<file path="src/rtl/rtc_bus_pkg.sv">
// -----------------------------------------------------------------------------
// rtc_bus_pkg
// Shared definitions for the RTC bus arbiter slice:
//   - rtc_state_e : bus sequencer state enumeration
//   - BUS_IDLE    : value driven on adout whenever the bus is not driven
//   - NUM_REQ     : number of requesters sharing the RTC bus
//   - helpers     : one-hot priority pick, byte lane select, round-robin
//                   restart point after a grant
// -----------------------------------------------------------------------------
package rtc_bus_pkg;

    localparam int         NUM_REQ  = 3;
    localparam logic [7:0] BUS_IDLE = 8'hFF;

    typedef enum logic [3:0] {
        IDLE  = 4'd0,
        GRANT = 4'd1,
        A_AD  = 4'd2,
        A_CS  = 4'd3,
        A_STB = 4'd4,
        A_END = 4'd5,
        GAPW  = 4'd6,
        D_CS  = 4'd7,
        D_STB = 4'd8,
        D_END = 4'd9,
        DONE  = 4'd10
    } rtc_state_e;

    // Lowest-index set bit as a one-hot vector (bit 0 has highest priority).
    function automatic logic [2:0] lowest_one(input logic [2:0] v);
        logic [2:0] r;
        if (v[0]) begin
            r = 3'b001;
        end else if (v[1]) begin
            r = 3'b010;
        end else if (v[2]) begin
            r = 3'b100;
        end else begin
            r = 3'b000;
        end
        return r;
    endfunction

    // Select the byte lane of a packed per-requester bus by a one-hot select.
    function automatic logic [7:0] byte_sel(input logic [23:0] bus, input logic [2:0] sel);
        logic [7:0] r;
        case (sel)
            3'b001:  r = bus[7:0];
            3'b010:  r = bus[15:8];
            3'b100:  r = bus[23:16];
            default: r = 8'h00;
        endcase
        return r;
    endfunction

    // Index at which the next round-robin search starts, i.e. the one just
    // above the requester that was granted (wrapping 2 -> 0).
    function automatic logic [1:0] next_start(input logic [2:0] sel);
        logic [1:0] r;
        case (sel)
            3'b001:  r = 2'd1;
            3'b010:  r = 2'd2;
            3'b100:  r = 2'd0;
            default: r = 2'd0;
        endcase
        return r;
    endfunction

endpackage

</file>
<file path="src/rtl/rtc_req_picker.sv">
// -----------------------------------------------------------------------------
// rtc_req_picker
// Combinational winner selection. The search starts at index ptr and walks
// upward with wrap; ptr = 0 gives plain fixed priority (0 highest).
// Ports:
//   req   [2:0] in  : request vector, bit i = requester i
//   ptr   [1:0] in  : index searched first (0..2)
//   grant [2:0] out : one-hot winner, all zero when no request
// -----------------------------------------------------------------------------
module rtc_req_picker
    import rtc_bus_pkg::*;
(
    input  logic [NUM_REQ-1:0] req,
    input  logic [1:0]         ptr,
    output logic [NUM_REQ-1:0] grant
);

    logic [2:0] rot_s;
    logic [2:0] pick_s;

    // Rotate requests so the start index sits at bit 0, pick, rotate back.
    always_comb begin
        rot_s  = req;
        pick_s = 3'b000;
        grant  = 3'b000;
        case (ptr)
            2'd1: begin
                rot_s  = {req[0], req[2], req[1]};
                pick_s = lowest_one(rot_s);
                grant  = {pick_s[1], pick_s[0], pick_s[2]};
            end
            2'd2: begin
                rot_s  = {req[1], req[0], req[2]};
                pick_s = lowest_one(rot_s);
                grant  = {pick_s[0], pick_s[2], pick_s[1]};
            end
            default: begin
                rot_s  = req;
                pick_s = lowest_one(rot_s);
                grant  = pick_s;
            end
        endcase
    end

endmodule

</file>
<file path="src/rtl/rtc_bus_arbiter.sv">
// -----------------------------------------------------------------------------
// rtc_bus_arbiter
// Arbitrates three requesters onto a multiplexed, active-low RTC bus. Each
// transaction runs an address phase (ad, cs, wr strobe with the address on
// adout), an idle gap, and a data phase (cs plus wr or rd strobe), then pulses
// ack to the served requester.
//
// Build option: define ARB_ROUND_ROBIN_EN for round-robin arbitration (search
// starts just above the last-served requester). Without it, fixed priority
// with requester 0 highest and no pointer register.
//
// Ports:
//   clock, reset     : rising-edge clock, synchronous active-high reset
//   req/we [2:0]     : per-requester request level and direction (1 = write)
//   addr/wdata [23:0]: per-requester address / write data, byte i = req i
//   ack [2:0]        : one-cycle completion pulse to the served requester
//   rdata [7:0]      : read data, valid while ack pulses for a read
//   busy             : high from grant until the ack cycle
//   ad, cs, wr, rd   : active-low bus strobes
//   adout, adoe      : bus drive value and drive enable
//   adin             : bus sample
// All outputs are registered.
// -----------------------------------------------------------------------------
module rtc_bus_arbiter
    import rtc_bus_pkg::*;
#(
    parameter int ADDR_HOLD = 5,
    parameter int DATA_HOLD = 5,
    parameter int GAP       = 8
)(
    input  logic                 clock,
    input  logic                 reset,
    input  logic [NUM_REQ-1:0]   req,
    input  logic [NUM_REQ-1:0]   we,
    input  logic [NUM_REQ*8-1:0] addr,
    input  logic [NUM_REQ*8-1:0] wdata,
    output logic [NUM_REQ-1:0]   ack,
    output logic [7:0]           rdata,
    output logic                 busy,
    output logic                 ad,
    output logic                 cs,
    output logic                 wr,
    output logic                 rd,
    output logic [7:0]           adout,
    output logic                 adoe,
    input  logic [7:0]           adin
);

    // The counter also sequences the 3-step A_END release, so it needs at
    // least the range 0..2 even for tiny hold parameters.
    localparam int MAX_HA  = (ADDR_HOLD > DATA_HOLD) ? ADDR_HOLD : DATA_HOLD;
    localparam int MAX_HG  = (MAX_HA > GAP) ? MAX_HA : GAP;
    localparam int MAX_CNT = (MAX_HG > 3) ? MAX_HG : 3;
    localparam int CNT_W   = $clog2(MAX_CNT + 1);

    localparam logic [CNT_W-1:0] CNT_ZERO  = CNT_W'(0);
    localparam logic [CNT_W-1:0] CNT_ONE   = CNT_W'(1);
    localparam logic [CNT_W-1:0] ADDR_LAST = CNT_W'(ADDR_HOLD - 1);
    localparam logic [CNT_W-1:0] DATA_LAST = CNT_W'(DATA_HOLD - 1);
    localparam logic [CNT_W-1:0] GAP_LAST  = CNT_W'(GAP - 1);
    localparam logic [CNT_W-1:0] AEND_LAST = CNT_W'(2);
    localparam logic [CNT_W-1:0] DEND_LAST = CNT_W'(1);

    rtc_state_e         state_r;
    rtc_state_e         state_s;
    logic [CNT_W-1:0]   cnt_r;
    logic [CNT_W-1:0]   cnt_s;
    logic [2:0]         grant_s;
    logic [1:0]         ptr_s;
    logic               start_s;
    logic [2:0]         win_r;
    logic               we_r;
    logic [7:0]         addr_r;
    logic [7:0]         wdata_r;

    logic               ad_s;
    logic               cs_s;
    logic               wr_s;
    logic               rd_s;
    logic [7:0]         adout_s;
    logic               adoe_s;
    logic [2:0]         ack_s;
    logic               busy_s;

    assign start_s = (state_r == IDLE) && (|req);

    rtc_req_picker u_picker (
        .req   (req),
        .ptr   (ptr_s),
        .grant (grant_s)
    );

`ifdef ARB_ROUND_ROBIN_EN
    logic [1:0] ptr_r;

    // Round-robin start index: moves just past each new winner.
    always_ff @(posedge clock) begin
        if (reset) begin
            ptr_r <= 2'd0;
        end else if (start_s) begin
            ptr_r <= next_start(grant_s);
        end else begin
            ptr_r <= ptr_r;
        end
    end

    assign ptr_s = ptr_r;
`else
    assign ptr_s = 2'd0;
`endif

    // Latch winner, direction, address and data once; they stay fixed until
    // the next transaction starts.
    always_ff @(posedge clock) begin
        if (reset) begin
            win_r   <= 3'b000;
            we_r    <= 1'b0;
            addr_r  <= 8'h00;
            wdata_r <= 8'h00;
        end else if (start_s) begin
            win_r   <= grant_s;
            we_r    <= |(we & grant_s);
            addr_r  <= byte_sel(addr, grant_s);
            wdata_r <= byte_sel(wdata, grant_s);
        end else begin
            win_r   <= win_r;
            we_r    <= we_r;
            addr_r  <= addr_r;
            wdata_r <= wdata_r;
        end
    end

    // Next-state and phase counter; the counter restarts at zero on every
    // state change and stops at each state's last count, so it never wraps.
    always_comb begin
        state_s = state_r;
        cnt_s   = CNT_ZERO;
        case (state_r)
            IDLE: begin
                if (start_s) begin
                    state_s = GRANT;
                end else begin
                    state_s = IDLE;
                end
            end
            GRANT: state_s = A_AD;
            A_AD:  state_s = A_CS;
            A_CS:  state_s = A_STB;
            A_STB: begin
                if (cnt_r == ADDR_LAST) begin
                    state_s = A_END;
                end else begin
                    cnt_s = cnt_r + CNT_ONE;
                end
            end
            A_END: begin
                if (cnt_r == AEND_LAST) begin
                    state_s = GAPW;
                end else begin
                    cnt_s = cnt_r + CNT_ONE;
                end
            end
            GAPW: begin
                if (cnt_r == GAP_LAST) begin
                    state_s = D_CS;
                end else begin
                    cnt_s = cnt_r + CNT_ONE;
                end
            end
            D_CS:  state_s = D_STB;
            D_STB: begin
                if (cnt_r == DATA_LAST) begin
                    state_s = D_END;
                end else begin
                    cnt_s = cnt_r + CNT_ONE;
                end
            end
            D_END: begin
                if (cnt_r == DEND_LAST) begin
                    state_s = DONE;
                end else begin
                    cnt_s = cnt_r + CNT_ONE;
                end
            end
            DONE:    state_s = IDLE;
            default: state_s = IDLE;
        endcase
    end

    // Bus values for the coming cycle, decoded from the next state so the
    // registered outputs line up with the state register. On the cycle a
    // strobe rises the driven value is kept one more cycle as hold time.
    always_comb begin
        ad_s    = 1'b1;
        cs_s    = 1'b1;
        wr_s    = 1'b1;
        rd_s    = 1'b1;
        adout_s = BUS_IDLE;
        adoe_s  = 1'b0;
        case (state_s)
            A_AD: begin
                ad_s = 1'b0;
            end
            A_CS: begin
                ad_s = 1'b0;
                cs_s = 1'b0;
            end
            A_STB: begin
                ad_s    = 1'b0;
                cs_s    = 1'b0;
                wr_s    = 1'b0;
                adoe_s  = 1'b1;
                adout_s = addr_r;
            end
            A_END: begin
                // Release order: wr, then cs, then ad on successive cycles.
                if (cnt_s == CNT_ZERO) begin
                    ad_s    = 1'b0;
                    cs_s    = 1'b0;
                    adoe_s  = 1'b1;
                    adout_s = addr_r;
                end else if (cnt_s == CNT_ONE) begin
                    ad_s = 1'b0;
                end else begin
                    ad_s = 1'b1;
                end
            end
            D_CS: begin
                cs_s = 1'b0;
            end
            D_STB: begin
                cs_s = 1'b0;
                if (we_r) begin
                    wr_s    = 1'b0;
                    adoe_s  = 1'b1;
                    adout_s = wdata_r;
                end else begin
                    rd_s = 1'b0;
                end
            end
            D_END: begin
                if (cnt_s == CNT_ZERO) begin
                    cs_s = 1'b0;
                    if (we_r) begin
                        adoe_s  = 1'b1;
                        adout_s = wdata_r;
                    end else begin
                        adoe_s = 1'b0;
                    end
                end else begin
                    cs_s = 1'b1;
                end
            end
            default: begin
                ad_s = 1'b1;
            end
        endcase
        ack_s  = (state_s == DONE) ? win_r : 3'b000;
        busy_s = (state_s != IDLE) && (state_s != DONE);
    end

    // State and counter registers.
    always_ff @(posedge clock) begin
        if (reset) begin
            state_r <= IDLE;
            cnt_r   <= CNT_ZERO;
        end else begin
            state_r <= state_s;
            cnt_r   <= cnt_s;
        end
    end

    // Registered bus, handshake and status outputs.
    always_ff @(posedge clock) begin
        if (reset) begin
            ad    <= 1'b1;
            cs    <= 1'b1;
            wr    <= 1'b1;
            rd    <= 1'b1;
            adout <= BUS_IDLE;
            adoe  <= 1'b0;
            ack   <= 3'b000;
            busy  <= 1'b0;
        end else begin
            ad    <= ad_s;
            cs    <= cs_s;
            wr    <= wr_s;
            rd    <= rd_s;
            adout <= adout_s;
            adoe  <= adoe_s;
            ack   <= ack_s;
            busy  <= busy_s;
        end
    end

    // Read data is sampled at the end of the last rd-low cycle.
    always_ff @(posedge clock) begin
        if (reset) begin
            rdata <= 8'h00;
        end else if ((state_r == D_STB) && (cnt_r == DATA_LAST) && !we_r) begin
            rdata <= adin;
        end else begin
            rdata <= rdata;
        end
    end

endmodule

</file>
<file path="config.mk">
export PLATFORM = sky130hd
export DESIGN_NAME = rtc_bus_arbiter
export DESIGN_NICKNAME = d
export VERILOG_FILES = /design/src/rtl/rtc_bus_pkg.sv /design/src/rtl/rtc_req_picker.sv /design/src/rtl/rtc_bus_arbiter.sv
export SDC_FILE = /design/constraint.sdc
export NUM_CORES = 1
export LEC_CHECK = 0
export ABC_CLOCK_PERIOD_IN_PS = 2550
export BUFFER_PORTS_ARGS = -buffer_cell sky130_fd_sc_hd__buf_2
export CORE_MARGIN = 3
export CORE_UTILIZATION = 51
export DETAILED_ROUTE_END_ITERATION = 8
export PLACE_DENSITY = 0.84
export REMOVE_ABC_BUFFERS = 1
export SLEW_MARGIN = 10
export SYNTH_ARGS = -nofsm -noshare
export SYNTH_HDL_FRONTEND = slang
export SYNTH_HIERARCHICAL = 1
export SYNTH_SLANG_ARGS = --single-unit
</file>
<file path="constraint.sdc">
create_clock -name clock -period 2.55 [get_ports clock]
set_clock_uncertainty 0.15 [all_clocks]
set_input_delay 0.51 -clock clock [delete_from_list [all_inputs] [get_ports clock]]
set_output_delay 0.51 -clock clock [all_outputs]
set_load 0.02 [all_outputs]
</file>
==> results of run 1 <==
Yosys cell counts (5+ instances only):
cell                       count  area share [%]
sky130_fd_sc_hd__nand3_1       6             1.1
sky130_fd_sc_hd__dfxtp_1      53              37
sky130_fd_sc_hd__nand2_1      47             6.2
sky130_fd_sc_hd__inv_1         9             1.2
sky130_fd_sc_hd__a22oi_1      32             8.5
sky130_fd_sc_hd__ha_1          7             3.1
sky130_fd_sc_hd__a21oi_1      15             2.6
sky130_fd_sc_hd__nand4_1      10             2.2
sky130_fd_sc_hd__clkbuf_1     13             1.7
sky130_fd_sc_hd__o21ai_0      27             4.8
sky130_fd_sc_hd__nor2b_1       5             1.1
sky130_fd_sc_hd__nor2_1       36             4.8
sky130_fd_sc_hd__buf_2         5            0.88
cell families after synthesis:
kind of cell,Yosys count,synth area share [%]
xor gates and xnor gates,5,1.54
AOI/OAI and AO/OA,102,25.9
and+or+nand+nor,139,25.5
adders and majority gates,7,3.08
other,1,0.132
buffers and inverters,32,5.11
muxes,4,1.41
DFF,53,37.3
registers in the layout (all words and copies together), names as in the netlist:
name     count
cs           1
ack          3
rdata        8
rd           1
addr_r       8
state_r      4
adout        8
we_r         1
wdata_r      8
busy         1
win_r        3
adoe         1
wr           1
cnt_r        4
ad           1
worst max-delay path: cells and delay by family (launching register included):
kind | cells | cell delay [ps]
AND/OR/NAND/NOR | 2 | 600
flip-flops | 1 | 380
buffers and inverters | 2 | 280
adder cells (fa/ha/maj) | 1 | 210
AO/OA/AOI/OAI | 3 | 760
per-stage QoR:
stage	std cells	hold WS (ps)	power, W	TNS, ps	utilization [%]
CTS	505	287	0.00182	0	66.6
finish	508	293	0.00181	0	67.2
global route	508	293	0.00190	-46.8	67.2
floorplan	325	280	0.00114	-4700	-
global placement	497	286	0.00130	0	64.6
detailed placement	497	292	0.00131	-523	64.6
layout by cell type, fill, tap and decap left out, types with 4 or more instances in the layout:
master / n
sky130_fd_sc_hd__a211oi_1: 4
sky130_fd_sc_hd__a21oi_1: 15
sky130_fd_sc_hd__a22oi_1: 32
sky130_fd_sc_hd__buf_2: 88
sky130_fd_sc_hd__buf_4: 17
sky130_fd_sc_hd__clkbuf_8: 7
sky130_fd_sc_hd__conb_1: 5
sky130_fd_sc_hd__dfxtp_1: 53
sky130_fd_sc_hd__ha_1: 7
sky130_fd_sc_hd__inv_1: 9
sky130_fd_sc_hd__mux2i_1: 4
sky130_fd_sc_hd__nand2_1: 47
sky130_fd_sc_hd__nand3_1: 6
sky130_fd_sc_hd__nand3b_1: 4
sky130_fd_sc_hd__nand4_1: 10
sky130_fd_sc_hd__nand4bb_1: 4
sky130_fd_sc_hd__nor2_1: 36
sky130_fd_sc_hd__nor2b_1: 5
sky130_fd_sc_hd__nor3_1: 4
sky130_fd_sc_hd__o21ai_0: 27
timing repair:
action / CTS / global route
gates resized for setup: 0 / 2
endpoints found under the setup margin: 0 / 11
hold buffers: 0 / 0
buffers inserted: 0 / 3
power breakdown:
| group | switching (W) | internal [W] |
|---|---|---|
| clock | 0.000267 | 0.000251 |
| sequential | 0.0000302 | 0.000866 |
| combinational | 0.000234 | 0.000166 |
| total | 0.000531 | 0.00128 |
worst paths after layout:
kind	endpoint	start	slack, ps	depth (start not counted)
worst max-delay path	cs	cnt_r[1]	70	8
worst min-delay path	rdata[0]	adin[0]	290	3
worst max register to register	cs	cnt_r[1]	70	8
worst min register to register	rdata[7]	rdata[7]	300	2
routing by layer:
layer / track usage, % / wire length (µm)
met1: 29.2 / 3030
met2: 41.2 / 3470
met3: 3.92 / 632
met4: 6.76 / 138
met5: 0 / 0
cell type report:
cell class	count	area (µm²)	area share [%]
Timing Repair Buffer	105	568	16.1
Sequential cell	53	1060	30.1
Clock buffer	7	96.3	2.74
Tap cell	70	87.6	2.49
Multi-Input combinational cell	262	1660	47.2
Clock inverter	1	8.76	0.249
Inverter	10	37.5	1.07
==> tab_implementation.tex, run 1 <==
\begin{tabular}{lr}
\hline
Metric & Value \\
\hline
\multicolumn{2}{l}{\textbf{Die}} \\
\quad Floorplan row count & 26 \\
\quad Starting utilization of the core area & 54.3\% \\
\quad Die outline width & 80.7 µm \\
\quad Die Outline Area & 6510 µm² \\
\quad Die height & 80.7 µm \\
\quad I/O pin count & 89 \\
\quad Std-Cell Core Area & 5240 µm² \\
\multicolumn{2}{l}{\textbf{Synth}} \\
\quad Number of synthesized flops with an enable pin & 0 \\
\quad Yosys synthesis warning count & 6 \\
\quad FF+latch count, synth & 53 \\
\quad Post-synthesis sequential area ratio & 37.3\% \\
\quad Count of different cell masters after synthesis & 61 \\
\quad Synth Instances & 343 \\
\quad Primary FF master, synth & sky130\_fd\_sc\_hd\_\_dfxtp\_1 \\
\quad Post-synthesis area per instance & 8.29 µm² \\
\quad Async set or reset register ratio after synthesis & 0\% \\
\quad Post-synthesis instance area & 2840 µm² \\
\multicolumn{2}{l}{\textbf{Setup path}} \\
\quad Crit Path Class & reg2reg \\
\quad Delay of the slowest cell on the worst path & 420 ps \\
\quad Worst path cell trace & inv\_1, ha\_1, or3b\_1, nand4\_1, buf\_4, o22ai\_1, o21a\_1, a2111o\_1 \\
\quad Required time of the critical path & 2590 ps \\
\quad Critical Path Fanout Max & 6 \\
\quad Kind of end point of the critical path & register \\
\quad Data arrival, critical path & 2520 ps \\
\quad Launching element type of the critical path & register \\
\quad Library cell contributing the largest single delay on the critical path & sky130\_fd\_sc\_hd\_\_or3b\_1 \\
\multicolumn{2}{l}{\textbf{CTS}} \\
\quad Clock transition at path regs & 90 ps \\
\quad Max Buffers Root-to-Sink & 2 \\
\quad CTS Root Cell & sky130\_fd\_sc\_hd\_\_clkbuf\_8 \\
\quad TritonCTS Sinks & 53 \\
\quad TritonCTS clock tree & done \\
\quad Number of CTS-inserted buffers & 5 \\
\quad Skew-Pair Late Insertion Delay & 300 ps \\
\quad Number of levels the H-tree was split into & 2 \\
\multicolumn{2}{l}{\textbf{Final layout}} \\
\quad Final instance area & 3520 µm² \\
\quad Total number of nets in the final design & 508 \\
\quad Area growth, synth to finish & 23.9\% \\
\quad Share of final-layout standard cells stronger than drive strength 1 & 29.5\% \\
\quad Fill cell count & 440 \\
\quad Antenna fix cells & 0 \\
\multicolumn{2}{l}{\textbf{Place}} \\
\quad Port Buffer Count & 88 \\
\quad Gpl congestion & 0.926 \\
\quad Placed wire-length estimate after detailed placement & 5580 µm \\
\quad Post-place setup slack & -62.8 ps \\
\quad Post-Place Cell Area & 3380 µm² \\
\multicolumn{2}{l}{\textbf{Routing}} \\
\quad DRT Wirelength & 7270 µm \\
\quad First-pass iteration count of the detailed router & 7 \\
\quad Initial detailed-routing violation count & 317 \\
\quad Final routed DRC violation total & 0 \\
\quad Overall via count from detail\_route & 2854 \\
\quad Number of antenna-violating nets in the routed design & 0 \\
\quad Detail-routed via count per cell & 5.62 \\
\quad Routed len/inst & 14.3 µm \\
\multicolumn{2}{l}{\textbf{Timing}} \\
\quad Slew Viols, Final & 0 \\
\quad Final-report hold violation count & 0 \\
\quad Relative slew slack & 33.4\% \\
\quad Post-route clock period utilization & 97.3\% \\
\quad Final setup slack of the worst path & 68.1 ps \\
\quad Final setup violating endpoints & 0 \\
\quad Fin crit period & 2480 ps \\
\quad Actual slew at the worst max-slew pin & 995 ps \\
\quad Max Freq & 0.403 GHz \\
\multicolumn{2}{l}{\textbf{Status}} \\
\quad Outcome & complete, no violations \\
\multicolumn{2}{l}{\textbf{Job}} \\
\quad MaxCap Viol Count & 0 \\
\multicolumn{2}{l}{\textbf{GRT}} \\
\quad Number of global-route vias before repair & 2617 \\
\quad Wire length of the first global-routing pass & 12100 µm \\
\quad GRT Residual Overflow & 0 \\
\quad Pin count of the biggest net entering global routing & 22 \\
\quad Number of antenna violations at the first check in global routing & 0 \\
\quad Total global-route track usage & 23.4\% \\
\multicolumn{2}{l}{\textbf{Power and ir drop}} \\
\quad Peak supply drop & 0.228 mV \\
\quad Leakage power figure & 1.39 nW \\
\quad Cell Pwr Density & 515 nW/µm² \\
\multicolumn{2}{l}{\textbf{Hold path}} \\
\quad Class of the tightest hold or removal check & in2reg \\
\hline
\end{tabular}
(Power assumes the default switching activity.)
==> inputs of run 2 (changes only) <==
REMOVE_ABC_BUFFERS = unset   (was 1)
==> tab_implementation.tex, run 2 (same netlist as run 1, synthesis figures left out) <==
\begin{tabular}{lr}
\hline
Metric & Value \\
\hline
\multicolumn{2}{l}{\textbf{Setup path}} \\
\quad Delay of the slowest cell on the worst path & 530 ps (+110 ps) \\
\quad Required time of the critical path & 2600 ps (about the same) \\
\quad Largest delay share family, worst path & simple AND/OR/NAND/NOR gates \\
\quad Data arrival, critical path & 2540 ps (+20 ps) \\
\quad Worst path cell trace & inv\_1, ha\_1, or3b\_1, nand4\_1, buf\_4, nand3\_1, a2111oi\_1, o211ai\_1 \\
\quad Critical Path Fanout Max & 6 (unchanged) \\
\quad Library cell contributing the largest single delay on the critical path & sky130\_fd\_sc\_hd\_\_a2111oi\_1 \\
\quad Kind of end point of the critical path & register \\
\quad Launching element type of the critical path & register \\
\quad Critical path buffer and inverter count & 2 (unchanged) \\
\quad Crit Path Class & reg2reg \\
\multicolumn{2}{l}{\textbf{CTS}} \\
\quad Number of CTS-inserted buffers & 5 (unchanged) \\
\quad CTS Root Cell & sky130\_fd\_sc\_hd\_\_clkbuf\_8 \\
\quad Clock transition at path regs & 110 ps (+20 ps) \\
\quad Skew-Pair Late Insertion Delay & 320 ps (+20 ps) \\
\quad Number of levels the H-tree was split into & 2 (unchanged) \\
\quad TritonCTS Sinks & 53 (unchanged) \\
\quad Max Buffers Root-to-Sink & 2 (unchanged) \\
\quad TritonCTS clock tree & done \\
\multicolumn{2}{l}{\textbf{Die}} \\
\quad I/O pin count & 89 (unchanged) \\
\quad Std-Cell Core Area & 5240 µm² (unchanged) \\
\quad Floorplan row count & 26 (unchanged) \\
\quad Die Outline Area & 6510 µm² (unchanged) \\
\quad Starting utilization of the core area & 54.3\% (unchanged) \\
\quad Die height & 80.7 µm (unchanged) \\
\quad Die outline width & 80.7 µm (unchanged) \\
\multicolumn{2}{l}{\textbf{Timing}} \\
\quad Relative slew slack & 57.9\% (+25 points) \\
\quad Worst hold slack & 276 ps (-16.8 ps) \\
\quad Slew Viols, Final & 0 (unchanged) \\
\quad Total Neg Setup Slack & 0 ps (unchanged) \\
\quad Fin crit period & 2490 ps (+10.8 ps) \\
\quad Final setup violating endpoints & 0 (unchanged) \\
\quad Final-report hold violation count & 0 (unchanged) \\
\quad Post-route clock period utilization & 97.8\% (+0.42 points) \\
\quad Max Freq & 0.401 GHz (-0.43\%) \\
\quad Actual slew at the worst max-slew pin & 626 ps (-370 ps) \\
\multicolumn{2}{l}{\textbf{Final layout}} \\
\quad Sequential cell area & 1060 µm² (unchanged) \\
\quad Count of non-filler cells in the finished layout & 508 (unchanged) \\
\quad Most frequent standard cell in the layout excluding fill and tap cells & sky130\_fd\_sc\_hd\_\_buf\_2 \\
\quad Area growth, synth to finish & 23.6\% \\
\quad Share of final-layout standard cells stronger than drive strength 1 & 29.7\% (+0.23 points) \\
\quad Most frequent cells in the layout & sky130\_fd\_sc\_hd\_\_buf\_2 (88), sky130\_fd\_sc\_hd\_\_dfxtp\_1 (53), sky130\_fd\_sc\_hd\_\_nand2\_1 (47) \\
\quad Area taken by multi-input logic gates & 1660 µm² (+0.15\%) \\
\quad Antenna fix cells & 0 (unchanged) \\
\quad Total number of nets in the final design & 508 (unchanged) \\
\quad Fill cell count & 428 (-2.7\%) \\
\multicolumn{2}{l}{\textbf{GRT}} \\
\quad Wire length of the first global-routing pass & 11500 µm (-5.0\%) \\
\quad Total global-route track usage & 22.1\% (-1.4 points) \\
\quad Number of antenna violations at the first check in global routing & 0 (unchanged) \\
\quad Pin count of the biggest net entering global routing & 27 (+23\%) \\
\quad Number of global-route vias before repair & 2589 (-1.1\%) \\
\quad GRT Residual Overflow & 0 (unchanged) \\
\multicolumn{2}{l}{\textbf{Hold path}} \\
\quad Class of the tightest hold or removal check & in2reg \\
\multicolumn{2}{l}{\textbf{Power and ir drop}} \\
\quad Peak supply drop & 0.290 mV (+27\%) \\
\quad Leakage power figure & 1.38 nW (-0.91\%) \\
\quad Cell Pwr Density & 509 nW/µm² (-1.2\%) \\
\multicolumn{2}{l}{\textbf{Job}} \\
\quad MaxCap Viol Count & 0 (unchanged) \\
\multicolumn{2}{l}{\textbf{Routing}} \\
\quad DRT Wirelength & 6940 µm (-4.6\%) \\
\quad Number of antenna-violating nets in the routed design & 0 (unchanged) \\
\quad Routed len/inst & 13.7 µm (-4.6\%) \\
\quad First-pass iteration count of the detailed router & 5 (-2) \\
\quad Detail-routed via count per cell & 5.59 (-0.49\%) \\
\quad Overall via count from detail\_route & 2840 (-0.49\%) \\
\quad Initial detailed-routing violation count & 211 (-33\%) \\
\quad Final routed DRC violation total & 0 (unchanged) \\
\multicolumn{2}{l}{\textbf{Place}} \\
\quad Gpl congestion & 0.896 (-3.2\%) \\
\quad Placed wire-length estimate after detailed placement & 5370 µm (-3.9\%) \\
\quad Port Buffer Count & 88 (unchanged) \\
\quad Number of placed instances with taps included & 497 (unchanged) \\
\multicolumn{2}{l}{\textbf{Status}} \\
\quad Outcome & complete, no violations \\
\hline
\end{tabular}
==> run 2: cell types whose count changed in the layout (fill, tap and decap cells not counted), sizes merged <==
cell      previous run  this run
clkbuf               7         5
clkinvlp             0         2
==> run 2: layer usage <==
layer / track usage, % / share of wire, % / up-vias
met4: 6.25 / 1.7 / 0
met1: 28.3 / 43 / 1285
li1: - / - / 1425
met3: 3.36 / 7.1 / 12
met2: 38.2 / 48 / 118
met5: 0 / 0 / -
==> run 2: cell type report <==
type	instances	area share, %
tap	70	2.49
timing repair buffer	105	16.2
inverter	10	1.07
multi-input combinational	262	47.4
clock inverter	3	0.748
sequential	53	30.2
clock buffer	5	1.96
==> run 2: timing repair <==
action | 4_1_cts | 5_1_grt
pin swaps | 0 | 1
resized for setup | 1 | 2
setup buffers | 0 | 3
hold buffers | 0 | 0
endpoints found under the setup margin | 1 | 23
==> run 2: power by group <==
part           switching (W)  total [W]  internal [W]
clock network       0.000294   0.000495      0.000200
logic               0.000228   0.000394      0.000166
registers          0.0000337   0.000900      0.000866
==> run 2: path summary, 6_finish.rpt <==
path	startpoint	end	slack [ps]	depth (start not counted)
hold reg to reg	rdata[1]	rdata[1]	310	2
hold / removal	adin[7]	rdata[7]	280	3
setup / recovery	cnt_r[1]	ad	60	8
setup reg to reg	cnt_r[1]	ad	60	8
==> run 2: tightest hold or removal path, cell delays in order <==
cell and delay, ps:
sky130_fd_sc_hd__buf_2 90, sky130_fd_sc_hd__nand2_1 40, sky130_fd_sc_hd__a21oi_1 60
==> run 2: stage by stage <==
step | cell area (µm²) | util (%) | total power, W | setup WS, ps
finish | 3510 | 67.1 | 0.00179 | 57.3
global route | 3510 | 67.1 | 0.00188 | -33.3
CTS | 3480 | 66.4 | 0.00179 | 73.9
detailed placement | 3380 | 64.6 | 0.00130 | -115
global placement | 3380 | 64.6 | 0.00129 | 49.4
floorplan | 2860 | - | 0.00117 | 304
==> inputs of run 3 (changes only) <==
CORE_UTILIZATION = 50   (was 51)
HOLD_SLACK_MARGIN = 0.03   (was unset)
PLACE_DENSITY = 0.82   (was 0.84)
==> tab_implementation.tex, run 3 (same netlist as run 1, synthesis figures left out) <==
\begin{tabular}{lr}
\hline
Metric & Value \\
\hline
\multicolumn{2}{l}{\textbf{GRT}} \\
\quad Total global-route track usage & 21.2\% (-0.90 points) \\
\quad Pin count of the biggest net entering global routing & 30 (+11\%) \\
\quad GRT Residual Overflow & 0 (unchanged) \\
\quad Number of antenna violations at the first check in global routing & 0 (unchanged) \\
\quad Global routing met1 resource utilization & 28.0\% (-0.33 points) \\
\quad Number of global-route vias before repair & 2514 (-2.9\%) \\
\quad GRT met2 Usage & 35.0\% (-3.1 points) \\
\quad Global-route layer with the greatest usage & met2 \\
\quad Wire length of the first global-routing pass & 11100 µm (-3.1\%) \\
\quad Met3 global-route usage & 3.99\% (+0.63 points) \\
\multicolumn{2}{l}{\textbf{Routing}} \\
\quad DRT Wirelength & 7140 µm (+2.9\%) \\
\quad First-pass iteration count of the detailed router & 5 (unchanged) \\
\quad Initial detailed-routing violation count & 143 (-32\%) \\
\quad Number of antenna-violating nets in the routed design & 0 (unchanged) \\
\quad Detail-routed via count per cell & 5.59 (about the same) \\
\quad Overall via count from detail\_route & 2851 (+0.39\%) \\
\quad Routed len/inst & 14.0 µm (+2.5\%) \\
\quad Final routed DRC violation total & 0 (unchanged) \\
\multicolumn{2}{l}{\textbf{Setup path}} \\
\quad Data arrival, critical path & 2470 ps (-70 ps) \\
\quad Crit Path Class & reg2reg \\
\quad Kind of end point of the critical path & register \\
\quad Required time of the critical path & 2590 ps (about the same) \\
\quad Critical Path Fanout Max & 6 (unchanged) \\
\quad Launching element type of the critical path & register \\
\quad Length in cells of the worst reg-to-reg path & 7 (-1) \\
\multicolumn{2}{l}{\textbf{Timing}} \\
\quad Max Freq & 0.410 GHz (+2.2\%) \\
\quad Relative slew slack & 60.9\% (+2.9 points) \\
\quad Final-report hold violation count & 0 (unchanged) \\
\quad Fin crit period & 2440 ps (-54.7 ps) \\
\quad Actual slew at the worst max-slew pin & 582 ps (-43.5 ps) \\
\quad Unrepaired setup endpoints after global routing & true \\
\quad Final setup violating endpoints & 0 (unchanged) \\
\quad Post-route clock period utilization & 95.6\% (-2.1 points) \\
\quad Slew Viols, Final & 0 (unchanged) \\
\quad Final setup slack of the worst path & 112 ps (+54.7 ps) \\
\multicolumn{2}{l}{\textbf{Power and ir drop}} \\
\quad Leakage power figure & 1.43 nW (+3.3\%) \\
\quad Net switching fraction of the power & 28.5\% (-2.6 points) \\
\quad Peak supply drop & 0.241 mV (-17\%) \\
\quad Switching power & 0.000529 W (-4.8\%) \\
\quad Internal power & 0.00133 W (+7.7\%) \\
\quad Register share of total power & 48.1\% (-2.2 points) \\
\quad Clock network fraction of total power & 30.2\% (+2.5 points) \\
\quad Total power & 0.00186 W (+3.8\%) \\
\quad Cell Pwr Density & 520 nW/µm² (+2.1\%) \\
\quad Combinational group share of total power & 21.7\% (-0.3 points) \\
\multicolumn{2}{l}{\textbf{Die}} \\
\quad Die height & 81.4 µm (+0.92\%) \\
\quad Die Outline Area & 6630 µm² (+1.8\%) \\
\quad I/O pin count & 89 (unchanged) \\
\quad Die outline width & 81.4 µm (+0.92\%) \\
\quad Std-Cell Core Area & 5300 µm² (+1.2\%) \\
\quad Starting utilization of the core area & 53.6\% (-0.67 points) \\
\quad Floorplan row count & 26 (unchanged) \\
\multicolumn{2}{l}{\textbf{Hold path}} \\
\quad WHS Path Cells & 3 (unchanged) \\
\quad Class of the tightest hold or removal check & in2reg \\
\multicolumn{2}{l}{\textbf{CTS}} \\
\quad TritonCTS Sinks & 53 (unchanged) \\
\quad TritonCTS clock tree & done \\
\quad Clock transition at path regs & 90 ps (-20 ps) \\
\quad CTS Root Cell & sky130\_fd\_sc\_hd\_\_clkbuf\_8 \\
\quad Skew-Pair Late Insertion Delay & 300 ps (-20 ps) \\
\quad Number of levels the H-tree was split into & 2 (unchanged) \\
\quad Number of CTS-inserted buffers & 5 (unchanged) \\
\quad Max Buffers Root-to-Sink & 2 (unchanged) \\
\multicolumn{2}{l}{\textbf{Final layout}} \\
\quad Antenna fix cells & 0 (unchanged) \\
\quad Most frequent standard cell in the layout excluding fill and tap cells & sky130\_fd\_sc\_hd\_\_buf\_2 \\
\quad Most frequent cells in the layout & sky130\_fd\_sc\_hd\_\_buf\_2 (88), sky130\_fd\_sc\_hd\_\_dfxtp\_1 (51), sky130\_fd\_sc\_hd\_\_nand2\_1 (47) \\
\quad Count of non-filler cells in the finished layout & 510 (+0.39\%) \\
\quad Share of final-layout standard cells stronger than drive strength 1 & 31.1\% (+1.5 points) \\
\quad Total number of nets in the final design & 510 (+0.39\%) \\
\quad Area growth, synth to finish & 25.7\% \\
\multicolumn{2}{l}{\textbf{Status}} \\
\quad Outcome & complete, no violations \\
\multicolumn{2}{l}{\textbf{Place}} \\
\quad Port Buffer Count & 88 (unchanged) \\
\quad Number of placed instances with taps included & 498 (+0.20\%) \\
\quad Post-place setup slack & -47.6 ps (+67.5 ps) \\
\quad Gpl congestion & 0.870 (-2.9\%) \\
\quad Placed wire-length estimate after detailed placement & 5480 µm (+2.1\%) \\
\multicolumn{2}{l}{\textbf{Job}} \\
\quad MaxCap Viol Count & 0 (unchanged) \\
\hline
\end{tabular}
==> run 3: area by class of cell <==
cell class                 count  area, µm²
fill                         425       1730
multi-input combinational    262       1690
sequential                    53       1070
timing repair buffer         107        583
tap                           70       87.6
clock buffer                   5       68.8
clock inverter                 3       43.8
inverter                      10       37.5
==> run 3: final timing paths <==
kind,slack [ps],from,to
min reg2reg,300,rdata[4],rdata[4]
max reg2reg,110,cnt_r[1],cs
max,110,cnt_r[1],cs
min,300,adin[2],rdata[2]
==> run 3: timing repair <==
action / in CTS / in global routing
buffers inserted: 0 / 4
resized for setup: 0 / 10
hold buffers: 0 / 0
setup endpoints to repair: 0 / 11
==> run 3: power by group through the flow <==
stage / Combinational, W / Sequential (W) / Clock (W)
floorplan: 0.000244 / 0.000923 / 0
global placement: 0.000387 / 0.000911 / 0
detailed placement: 0.000394 / 0.000913 / 0
CTS: 0.000395 / 0.000894 / 0.000574
global route: 0.000448 / 0.000898 / 0.000609
finish: 0.000403 / 0.000893 / 0.000561
==> run 3: metrics by stage <==
step	TNS [ps]	util, %	hold WS (ps)	instance area, µm²
after detailed placement	-418	63.9	292	3390
after CTS	0	66.1	295	3500
after global placement	0	63.9	286	3390
after global routing	-317	67.4	301	3570
final	0	67.4	300	3570
after floorplan	0	-	280	2860
==> run 3: critical path, stage by stage, from the launching register on <==
cell and delay [ps]:
sky130_fd_sc_hd__dfxtp_4 370, sky130_fd_sc_hd__inv_1 90, sky130_fd_sc_hd__ha_2 190, sky130_fd_sc_hd__or3b_4 400, sky130_fd_sc_hd__nand4_1 290, sky130_fd_sc_hd__o22ai_1 230, sky130_fd_sc_hd__o21a_1 220, sky130_fd_sc_hd__a2111o_1 390
==> run 3: routing by layer <==
| metal | share of wire (%) | vias to the layer above |
|---|---|---|
| li1 | - | 1428 |
| met1 | 44 | 1302 |
| met2 | 48 | 117 |
| met3 | 7.4 | 4 |
| met4 | 0.83 | 0 |
| met5 | 0 | - |
